[src/rtl/counter_bus_ctrl.sv]
// ---------------------------------------------------------------------------
// counter_bus_ctrl
//
// Purpose:
//   Synchronous controller for the AVR multiplexed bus (ale/rd/wr/ad) sitting
//   in front of four encoder counters. The asynchronous bus pins are brought
//   into the clk domain through 2-flop synchronisers. An address is latched
//   while ale is high. A read strobe returns a counter snapshot or the enable
//   register. A write strobe updates the counter enables or issues a one-cycle
//   clear pulse.
//
// Ports:
//   clk      in   1        system clock, rising edge
//   rst      in   1        synchronous reset, active-high
//   ale      in   1        address latch enable (async, active-high)
//   rd       in   1        read strobe (async, active-low)
//   wr       in   1        write strobe (async, active-low)
//   ad_in    in   size     ad pad input value (async)
//   ad_out   out  size     data driven onto ad while ad_oe=1
//   ad_oe    out  1        ad output enable
//   counts   in   4*size   live counters, counter n at [n*size +: size]
//   cnt_en   out  4        per-counter enable
//   cnt_clr  out  4        one-cycle clear pulse per counter
//
// The read/write maps use bits [7:0] of the data path, so size must be >= 8.
// ---------------------------------------------------------------------------
module counter_bus_ctrl #(
  parameter int size    = 8,
  parameter int timeout = 64
) (
  input  logic              clk,
  input  logic              rst,
  input  logic              ale,
  input  logic              rd,
  input  logic              wr,
  input  logic [size-1:0]   ad_in,
  output logic [size-1:0]   ad_out,
  output logic              ad_oe,
  input  logic [4*size-1:0] counts,
  output logic [3:0]        cnt_en,
  output logic [3:0]        cnt_clr
);

  localparam int TW = (timeout > 1) ? $clog2(timeout) : 1;

  typedef enum logic [2:0] {IDLE, ADDR, WAIT, READ, WRITE} state_t;

  // Two-flop synchronisers. Bit 1 is the synchronised value. Idle levels
  // (ale low, strobes high) are restored on reset so no strobe edge is seen
  // when reset is released.
  logic [1:0]      ale_sync_q, rd_sync_q, wr_sync_q;
  logic [size-1:0] ad_meta_q, ad_sync_q;

  always_ff @(posedge clk) begin
    if (rst) begin
      ale_sync_q <= 2'b00;
      rd_sync_q  <= 2'b11;
      wr_sync_q  <= 2'b11;
      ad_meta_q  <= '0;
      ad_sync_q  <= '0;
    end else begin
      ale_sync_q <= {ale_sync_q[0], ale};
      rd_sync_q  <= {rd_sync_q[0], rd};
      wr_sync_q  <= {wr_sync_q[0], wr};
      ad_meta_q  <= ad_in;
      ad_sync_q  <= ad_meta_q;
    end
  end

  logic ale_s, rd_s, wr_s;
  assign ale_s = ale_sync_q[1];
  assign rd_s  = rd_sync_q[1];
  assign wr_s  = wr_sync_q[1];

  state_t                 state_q, state_d;
  logic [2:0]             addr_q, addr_d;
  logic [TW-1:0]          timer_q, timer_d;
  // Snapshots of counters 1..3. Counter 0 is returned live at the moment the
  // snapshot is taken, so it needs no storage of its own.
  logic [3:1][size-1:0]   snap_q, snap_d;
  logic [size-1:0]        ad_out_q, ad_out_d;
  logic                   ad_oe_q, ad_oe_d;
  logic [size-1:0]        wdata_q, wdata_d;
  logic [3:0]             cnt_en_q, cnt_en_d;
  logic [3:0]             cnt_clr_q, cnt_clr_d;
  logic [size-1:0]        rdata;

  // Read mux, evaluated against the latched address at READ entry.
  always_comb begin
    rdata = '0;
    case (addr_q)
      3'd0:    rdata = counts[size-1:0];
      3'd1:    rdata = snap_q[1];
      3'd2:    rdata = snap_q[2];
      3'd3:    rdata = snap_q[3];
      3'd4:    rdata[7:0] = {cnt_en_q, 4'b0000};
      default: rdata = '0;
    endcase
  end

  // Bus FSM. A new ale always wins over a pending strobe in READ/WRITE so a
  // fresh address cycle aborts the current one without committing anything.
  always_comb begin
    state_d   = state_q;
    addr_d    = addr_q;
    timer_d   = timer_q;
    snap_d    = snap_q;
    ad_out_d  = ad_out_q;
    ad_oe_d   = ad_oe_q;
    wdata_d   = wdata_q;
    cnt_en_d  = cnt_en_q;
    cnt_clr_d = '0;

    case (state_q)
      IDLE: begin
        if (ale_s) begin
          state_d = ADDR;
          addr_d  = ad_sync_q[2:0];
        end
      end

      ADDR: begin
        if (ale_s) begin
          addr_d = ad_sync_q[2:0];
        end else begin
          state_d = WAIT;
          timer_d = '0;
        end
      end

      WAIT: begin
        timer_d = timer_q + 1'b1;
        if (!rd_s && wr_s) begin
          state_d  = READ;
          ad_oe_d  = 1'b1;
          ad_out_d = rdata;
          if (addr_q == 3'd0) begin
            snap_d = counts[4*size-1:size];
          end
        end else if (!wr_s && rd_s) begin
          state_d = WRITE;
          wdata_d = ad_sync_q;
        end else if (ale_s) begin
          state_d = ADDR;
          addr_d  = ad_sync_q[2:0];
        end else if (timer_q == TW'(timeout - 1)) begin
          state_d = IDLE;
        end
      end

      READ: begin
        if (ale_s) begin
          state_d = ADDR;
          addr_d  = ad_sync_q[2:0];
          ad_oe_d = 1'b0;
        end else if (rd_s) begin
          state_d = IDLE;
          ad_oe_d = 1'b0;
        end
      end

      WRITE: begin
        if (ale_s) begin
          state_d = ADDR;
          addr_d  = ad_sync_q[2:0];
        end else if (wr_s) begin
          state_d = IDLE;
          if (addr_q == 3'd4) begin
            cnt_en_d = wdata_q[7:4];
          end else if (addr_q == 3'd5) begin
            cnt_clr_d = wdata_q[3:0];
          end
        end else begin
          wdata_d = ad_sync_q;
        end
      end

      default: state_d = IDLE;
    endcase
  end

  // State and datapath registers.
  always_ff @(posedge clk) begin
    if (rst) begin
      state_q   <= IDLE;
      addr_q    <= '0;
      timer_q   <= '0;
      snap_q    <= '0;
      ad_out_q  <= '0;
      ad_oe_q   <= 1'b0;
      wdata_q   <= '0;
      cnt_en_q  <= 4'hF;
      cnt_clr_q <= 4'h0;
    end else begin
      state_q   <= state_d;
      addr_q    <= addr_d;
      timer_q   <= timer_d;
      snap_q    <= snap_d;
      ad_out_q  <= ad_out_d;
      ad_oe_q   <= ad_oe_d;
      wdata_q   <= wdata_d;
      cnt_en_q  <= cnt_en_d;
      cnt_clr_q <= cnt_clr_d;
    end
  end

  assign ad_out  = ad_out_q;
  assign ad_oe   = ad_oe_q;
  assign cnt_en  = cnt_en_q;
  assign cnt_clr = cnt_clr_q;

endmodule

[config.mk]
export PLATFORM = sky130hd
export DESIGN_NAME = counter_bus_ctrl
export DESIGN_NICKNAME = d
export VERILOG_FILES = /design/src/rtl/counter_bus_ctrl.sv
export SDC_FILE = /design/constraint.sdc
export NUM_CORES = 1
export LEC_CHECK = 0
export ABC_AREA = 1
export CAP_MARGIN = 20
export CORE_MARGIN = 1
export CORE_UTILIZATION = 45
export DETAILED_ROUTE_END_ITERATION = 7
export PLACE_DENSITY_LB_ADDON = 0.2
export SYNTH_ARGS = -nofsm -noshare
export SYNTH_HDL_FRONTEND = slang
export SYNTH_SLANG_ARGS = --single-unit
[constraint.sdc]
create_clock -name clk -period 1.7 [get_ports clk]
set_clock_uncertainty 0.05 [all_clocks]
set_input_delay 0.34 -clock clk [delete_from_list [all_inputs] [get_ports clk]]
set_output_delay 0.34 -clock clk [all_outputs]
set_load 0.05 [all_outputs]
== Word level (Yosys, flattened, before mapping) ==
Cells that the tools add are included.

* Register bits after elaboration: 83
* Memory bits (writable): 0
* Bits in latches: 0
* Output and inout bits: 17
* Bits of input ports: 45
* Memory bits (read-only): 0
* Memories: 0

* Shift-type cells: 0
* Multiplexer cells: 27
* Eq/ne operators: 21
* Divide/modulo/power cells: 0
* Reduce and logical (&&, ||, !) cells: 20
* $lt $le $gt $ge: 0
* $mul: 0
* Add/subtract/negate cells: 1
* Bitwise gates (word level): 4

{| class="wikitable"
|+ Operators with widths
! kind !! count
|-
| $pmux W8 S5 || 1
|-
| $mux W3 || 13
|-
| $mux W8 || 4
|-
| $ne A2 B2 Y1 const B || 8
|-
| $pmux W8 S2 || 1
|-
| $pmux W3 S5 || 1
|-
| $eq A3 B2 Y1 const B || 4
|-
| $pmux W6 S2 || 1
|-
| $reduce_and A5 Y1 || 2
|-
| $eq A3 B3 Y1 const B || 3
|-
| $reduce_and A3 Y1 || 3
|-
| $reduce_bool A2 Y1 || 4
|-
| $add A6 B1 Y6 const B || 1
|-
| $eq A3 B1 Y1 const B || 2
|-
| $eq A6 B6 Y1 const B || 1
|-
| $logic_not A3 Y1 || 2
|-
| $mux W6 || 1
|-
| $ne A3 B3 Y1 const B || 2
|-
| $pmux W3 S2 || 1
|-
| $reduce_or A6 Y1 || 1
|-
| $ne A5 B5 Y1 const B || 1
|-
| $not A1 Y1 || 4
|-
| $reduce_and A2 Y1 || 2
|-
| $reduce_and A4 Y1 || 1
|-
| 5 further kinds || 9
|}

== Depth between registers and ports, before layout ==
Gate-level depths: netlist of run 1.

* Depth after elaboration: 6
* Mapped depth: 10
* Mapped depth without buffers: 9

== Worst setup path before layout of run 1 ==
No wires, ideal clock.

* Path type: reg-to-reg
* Start point: register state_q[2]
* End point: register snap_q[10] (netlist name)
* Data arrival time: 1.249 ns
* Period minus slack after synthesis: 1.412 ns
* Data required time: 1.537 ns
* Stages on the path, launching flop included: 11
* Setup slack: 0.288 ns
* Path buffers: 2
* Cells stage by stage: dfxtp_1 inv_2 nand2_2 nor2_4 nand2_4 inv_4 nand2_4 buf_6 buf_6 o21ai_1 nor2_1

* Longest elaborated chain between the ends: 2

{| class="wikitable"
|+ Ends and longest elaborated chain
! what !! line !! text
|-
| start, declared || 75 || <nowiki>state_t state_q, state_d;</nowiki>
|-
| start signal, assigned || 195 || <nowiki>state_q <= state_d;</nowiki>
|-
| $eq A3 B2 Y1 || 114 || <nowiki>case (state_q)</nowiki>
|-
| $reduce_and A3 Y1 (no line) || - ||
|-
| end signal, assigned || 198 || <nowiki>snap_q <= snap_d;</nowiki>
|-
| end, declared || 80 || <nowiki>logic [3:1][size-1:0] snap_q, snap_d;</nowiki>
|}

Every way passes these cells.
A chain may end at the register's enable or synchronous reset.

== Worst setup path after layout of run 1 ==
* Start point: register state_q[1]
* End point: register wdata_q[2]

* Longest elaborated chain between the ends: 3

{| class="wikitable"
|+ Ends and longest elaborated chain
! what !! line !! text
|-
| $eq A3 B2 Y1 / $eq A3 B3 Y1 (equally long branches) || 114 ||
|-
| $ne A2 B2 Y1 (no line) / $reduce_bool A2 Y1 (equally long branches) || - ||
|-
| $reduce_and A5 Y1 (no line) || - ||
|-
| end signal, assigned || 201 || <nowiki>wdata_q <= wdata_d;</nowiki>
|-
| end, declared || 83 || <nowiki>logic [size-1:0] wdata_q, wdata_d;</nowiki>
|}

Parallel ways exist; a longest one is shown, timed or not.

==> results.yml, run 1 <==
clock_network:
  numClockSinks: 83
  cts-buffers-inserted: 9
  clock_insertion_delay_worst_skew_ns: 0.35
  cts.htree.levels: 3
  clk_transition_reported_paths_ns: 0.08
  ctsRootBufferMaster: "clkbuf_8"
  clockBufferDepth: 2
  hold_buffers: 0
  tritoncts: "built"
grt:
  groute.layer.met2.usage_pct: 34.2
  grt_start_max_net_pins: 29
  grt_use_met3_pct: 4.83
  busiest_layer: "met2"
  gr-usage-all-layers_pct: 21.1
  grt_pass1_vias: 2716
  grt_pass1_wl_mm: 12.3
  overflow_left_after_global_routing: 0
  grt_use_met1_pct: 27.1
  antenna_violations_before_repair: 0
cells_and_area:
  antenna_cells: 0
  utilization_after_layout_pct: 60.9
  final_design_area_no_fill_mm2: 0.00421
  layout.nets: 559
  area_growth_pct: 28.9
  drive_gt1_share_pct: 12.0
timing:
  clock.fmax_mhz: 642
  fin_crit_sh_pct: 91.7
  slew_headroom_pct: 79.1
  period_minus_slack_ns: 1.56
  totalNegativeSetupSlack_ns: 0
  slew_violations: 0
  grt_setup_unrepaired: "no"
  finalSetupViolations: 0
  hold_viol: 0
  worst_pin_slew_ns: 0.310
  setup_slack_ns: 0.141
routing:
  final_antenna_net_count: 0
  drt_iter0_markers: 154
  dr_vias_cell: 4.78
  dr_total_vias: 2932
  routed_wl_mm: 7.17
  drt_drc_violations_left: 0
  wire_per_inst_um: 11.7
  firstDrtPassIters: 4
die:
  dieArea_mm2: 0.00760
  design.core.area_mm2: 0.00691
  initial_core_util_pct: 47.2
  boundaryPins: 62
  die_w_um: 87.2
  rows: 30
  die_h_um: 87.2
worst_setup_path:
  crit_path_max_delay_family: "flip-flops"
  worstSetupEndpointType: "flop"
  crit_path_top_delay_cell: "dfxtp_1"
  timing_worst_setup_path_type: "reg2reg"
  crit_path_buf_inv_count: 2
  crit_path_cell_trace: "nand2_2 -> nor2_4 -> buf_4 -> nand2_1 -> nand2_1 -> inv_2 -> o21ai_0 -> a21oi_1"
  critPathMostFrequentCell: "nand2_1"
  crit_fanout: 13
  worst_setup_path_startpoint: "state_q[1]$_SDFFE_PP0P_"
  worstReg2RegEnd: "wdata_q[2]$_SDFFE_PP0P_"
  r2r.worst_path.cells: 8
  ff2ff_setup_slack_ns: 0.14
  cp.required_ns: 1.89
  critPathArrivalTime_ns: 1.75
  start_kind: "flop"
  reg2reg_from: "state_q[1]$_SDFFE_PP0P_"
  crit_path_max_incr_delay_ns: 0.49
placement:
  dp_slack_ns: 0.0919
  buffer_ports.inserted: 61
  area_after_detailed_placement_mm2: 0.00401
  detailed_place_hpwl_mm: 5.06
  routabilityCongestion: 0.796
synth:
  ys_ff_latch: 83
  synth_top_area_share_pct: 50.9
  synthDistinctLibCells: 26
  synth_area_leader_cell: "dfxtp_1"
  syn-cell-area_mm2: 0.00326
  number_of_enable_flip_flop_cells_after_synthesis: 0
  yosysWarnings: 0
  ys_top_cells_by_count: "nor2_1 (89), nand2_1 (85), dfxtp_1 (83), inv_1 (46), o21ai_0 (32)"
  post_synth_inst_count: 442
  synthesis.area_per_instance_um2: 7.38
  fraction_of_the_yosys_area_taken_by_sequential_cells_pct: 50.9
  synth_flop_cell: "dfxtp_1"
  async_reset_ff_share_pct: 0
  most_used_standard_cell_by_instance_count_after_synthesis: "nor2_1"
  yosys-top-cells-area: "dfxtp_1 (51%), nor2_1 (10%), nand2_1 (9.8%)"
  synth_fp_nets: 488
pwr:
  p_per_area_mw_per_mm2: 939
  max-vdd-ir-drop_uv: 492
  leakagePower_nw: 1.78
worst_hold_path:
  min_delay_worst_endpoint: "ad_sync_q[6]$_SDFF_PP0_"
  worst_hold_path_type: "reg2reg"
  hold_path_depth: 2
  worst_hold_startpoint: "ad_meta_q[6]$_SDFF_PP0_"
status:
  outcome: "finished, final reports clean"
job:
  maxCapViolations: 0
[state kept, by name (all words and copies together), names as in the netlist]
signal,count
ad_meta_q,8
ad_oe,1
ad_out,8
ad_sync_q,8
addr_q,3
ale_sync_q,2
cnt_clr,4
cnt_en,4
rd_sync_q,2
snap_q,24
state_q,3
timer_q,6
wdata_q,8
wr_sync_q,2
[how the worst max path moves through the flow]
stage          cells past startpoint                      end  slack [ns]
2_1_floorplan                     10  snap_q[10]$_SDFFE_PP0P_        0.29
3_3_place_gp                       4    cnt_clr[1]$_SDFF_PP0_        0.09
3_5_place_dp                       5  timer_q[2]$_SDFFE_PP0P_        0.09
4_1_cts                            8   snap_q[1]$_SDFFE_PP0P_        0.13
5_1_grt                            8  wdata_q[2]$_SDFFE_PP0P_        0.02
6_report                           8  wdata_q[2]$_SDFFE_PP0P_        0.14
[tightest hold or removal path: stages, from the launching register on]
cell	delay [ns]
dfxtp_1	0.30
inv_1	0.04
nor2_1	0.03
[per-stage QoR]
stage               instances  hold WS (ns)  power, mW
floorplan                 442         0.338       2.37
finish                    613         0.353       3.95
detailed placement        598         0.342       2.58
global placement          598         0.340       2.57
CTS                       613         0.354       3.97
global route              613         0.367       4.14
[routing by layer]
layer  routed length, um  up-vias
met5                   0        -
met4                 121        0
met3                 424        9
met2                3270       81
met1                3350     1308
li1                    -     1534
[area by class of cell]
class	count	area, um^2
fill	671	2700
multi-input combinational	293	1320
tap	96	120
timing repair buffer	75	711
inverter	51	195
clock inverter	4	50.0
sequential	83	1660
clock buffer	11	151
[kinds of logic after synthesis]
logic type,share of synthesized area (%)
AND/OR/NAND/NOR,27.8
buffers and inverters,8.67
flip-flops,50.9
AO/OA/AOI/OAI,12.2
adder cells (fa/ha/maj),0.383
[cell usage in the layout, fill, tap and decap left out]
master / synthesis / routed
nor2_1: 89 / 89
nand2_1: 85 / 85
dfxtp_1: 83 / 83
inv_1: 46 / 46
clkdlybuf4s50_1: 0 / 44
o21ai_0: 32 / 32
a21oi_1: 28 / 28
buf_4: 2 / 28
nand3_1: 20 / 20
o21ai_1: 15 / 15
clkbuf_8: 0 / 11
nand4_1: 8 / 8
or2_2: 4 / 4
inv_2: 4 / 3
buf_12: 0 / 3
nand2_4: 2 / 2
clkinv_2: 0 / 2
o21ai_2: 2 / 2
clkinvlp_4: 0 / 2
nand3b_1: 1 / 1
nand2_2: 1 / 1
nor2_4: 1 / 1
inv_4: 1 / 1
nor2_8: 1 / 1
nor4_1: 1 / 1
nor3_1: 1 / 1
o22ai_1: 1 / 1
ha_1: 1 / 1
bufinv_16: 0 / 1
[where the power goes]
part	leakage (nW)	switching (mW)	total, mW	internal [mW]
combinational	1.01	0.257	0.479	0.222
sequential	0.674	0.0563	2.06	2.00
clock	0.0974	0.668	1.42	0.748
[timing repair]
| action | in CTS | in global routing |
|---|---|---|
| buffers inserted | 0 | 0 |
| endpoints found under the setup margin | 0 | 11 |
| resized for setup | 0 | 1 |
(Power assumes the default switching activity.)
==> run 2: changes to the inputs <==
Settings changed: CTS_CLUSTER_SIZE from default to 16.
==> results of run 2 <==
Same layout as run 1: the final DEF is identical, and so are final timing and power.
==> run 3: changes to the inputs <==
Settings changed: CORE_UTILIZATION 45 to 50.
==> run 3 against run 2 <==
Net effect:
- setup slack better by 0.025 ns
- wire length is 0.36% lower
- fmax is 1.6% higher
- register-to-register slack better by 0.03 ns
- combinational power is 3% higher
==> results.yml, run 3 (synthesized netlist as in run 1, its figures left out) <==
status:
  outcome: "finished, final reports clean"
pwr:
  leakagePower_nw: 1.78
  p_per_area_mw_per_mm2: 1010
  max-vdd-ir-drop_uv: 687
  fin_total_pwr_mw: 4.24
clock_network:
  clock_insertion_delay_worst_skew_ns: 0.36
  clk_transition_reported_paths_ns: 0.08
  cts_resized: 0
  hold_buffers: 0
  post-cts-setup-buffer-count: 0
  clockBufferDepth: 2
  tritoncts: "built"
  numClockSinks: 83
  ctsRootBufferMaster: "clkbuf_8"
  cts-buffers-inserted: 9
  cts.htree.levels: 3
cells_and_area:
  layout_commonest_cell: "nor2_1"
  area_growth_pct: 28.1
  largest_register_ffs: 24
  final_design_area_no_fill_mm2: 0.00418
  drive_gt1_share_pct: 11.7
  regMostFlops: "snap_q"
  layout.cells.non_filler: 592
  utilization_after_layout_pct: 66.2
  antenna_cells: 0
  top_library_cells_by_usage_in_the_layout_fill_and_taps_aside: "nor2_1 (88), nand2_1 (85), dfxtp_1 (83)"
  layout.nets: 556
die:
  die_h_um: 82.8
  rows: 29
  dieArea_mm2: 0.00685
  boundaryPins: 62
  initial_core_util_pct: 51.7
  design.core.area_mm2: 0.00631
  die_w_um: 82.8
grt:
  grt_use_met3_pct: 4.59
  gr-usage-all-layers_pct: 22.9
  grt_start_max_net_pins: 40
  groute.layer.met2.usage_pct: 36.7
  grt_use_met1_pct: 28.5
  grt_pass1_vias: 2634
  overflow_left_after_global_routing: 0
  busiest_layer: "met2"
  antenna_violations_before_repair: 0
  grt_pass1_wl_mm: 11.6
timing:
  period_minus_slack_ns: 1.53
  slew_headroom_pct: 76.0
  slew_violations: 0
  grt_setup_unrepaired: "no"
  final.hold.worst_slack_ns: 0.353
  fin_crit_sh_pct: 90.2
  finalSetupViolations: 0
  setup_slack_ns: 0.166
  totalNegativeSetupSlack_ns: 0
  hold_viol: 0
  clock.fmax_mhz: 652
  worst_pin_slew_ns: 0.360
routing:
  drt_drc_violations_left: 0
  dr_total_vias: 2911
  final_antenna_net_count: 0
  routed_wl_mm: 7.14
  wire_per_inst_um: 12.1
  dr_vias_cell: 4.92
  firstDrtPassIters: 4
  drt_iter0_markers: 167
worst_setup_path:
  crit_fanout: 20
  critPathArrivalTime_ns: 1.74
  reg2reg_from: "addr_q[1]$_SDFFE_PP0P_"
  cp.required_ns: 1.90
  start_kind: "flop"
  timing_worst_setup_path_type: "reg2reg"
  worst_setup_path_startpoint: "addr_q[1]$_SDFFE_PP0P_"
  worstSetupEndpointType: "flop"
job:
  maxCapViolations: 0
placement:
  place.detailed.instances: 576
  routabilityCongestion: 0.857
  detailed_place_hpwl_mm: 5.00
  area_after_detailed_placement_mm2: 0.00393
  dp_slack_ns: 0.0680
  buffer_ports.inserted: 61
worst_hold_path:
  worst_hold_startpoint: "ale_sync_q[0]$_SDFF_PP0_"
  worst_hold_path_type: "reg2reg"
[run 3: worst max-delay path, cell delays in order, from the launching register on]
cell      delay, ns
dfxtp_1        0.42
inv_2          0.08
nand2_1        0.19
nor2_8         0.09
nand2_4        0.13
clkinv_2       0.24
nor2_1         0.18
nor2_1         0.06
[run 3: worst paths after layout]
check	to	slack, ns	cells past startpoint
max	snap_q[1]$_SDFFE_PP0P_	0.17	7
max reg2reg	snap_q[1]$_SDFFE_PP0P_	0.17	7
min	ale_sync_q[1]$_SDFF_PP0_	0.35	2
min reg2reg	ale_sync_q[1]$_SDFF_PP0_	0.35	2
[run 3: final cells by class]
class / instances / area (um^2)
multi-input cells: 293 / 1320
inverters: 51 / 195
well taps: 77 / 96.3
repair buffers: 72 / 663
flip-flops and latches: 83 / 1660
clock inverters: 6 / 114
fillers: 567 / 2130
clock buffers: 10 / 128
[run 3: report_power, final]
part / switching (mW) / internal (mW)
Combinational: 0.275 / 0.218
Sequential: 0.0609 / 2.00
Clock: 0.706 / 0.978
[run 3: metal layers]
| layer | part of all wire, % | wire length, um |
|---|---|---|
| met1 | 46 | 3270 |
| met2 | 46 | 3310 |
| met3 | 5.2 | 374 |
| met4 | 2.6 | 187 |
| met5 | 0 | 0 |
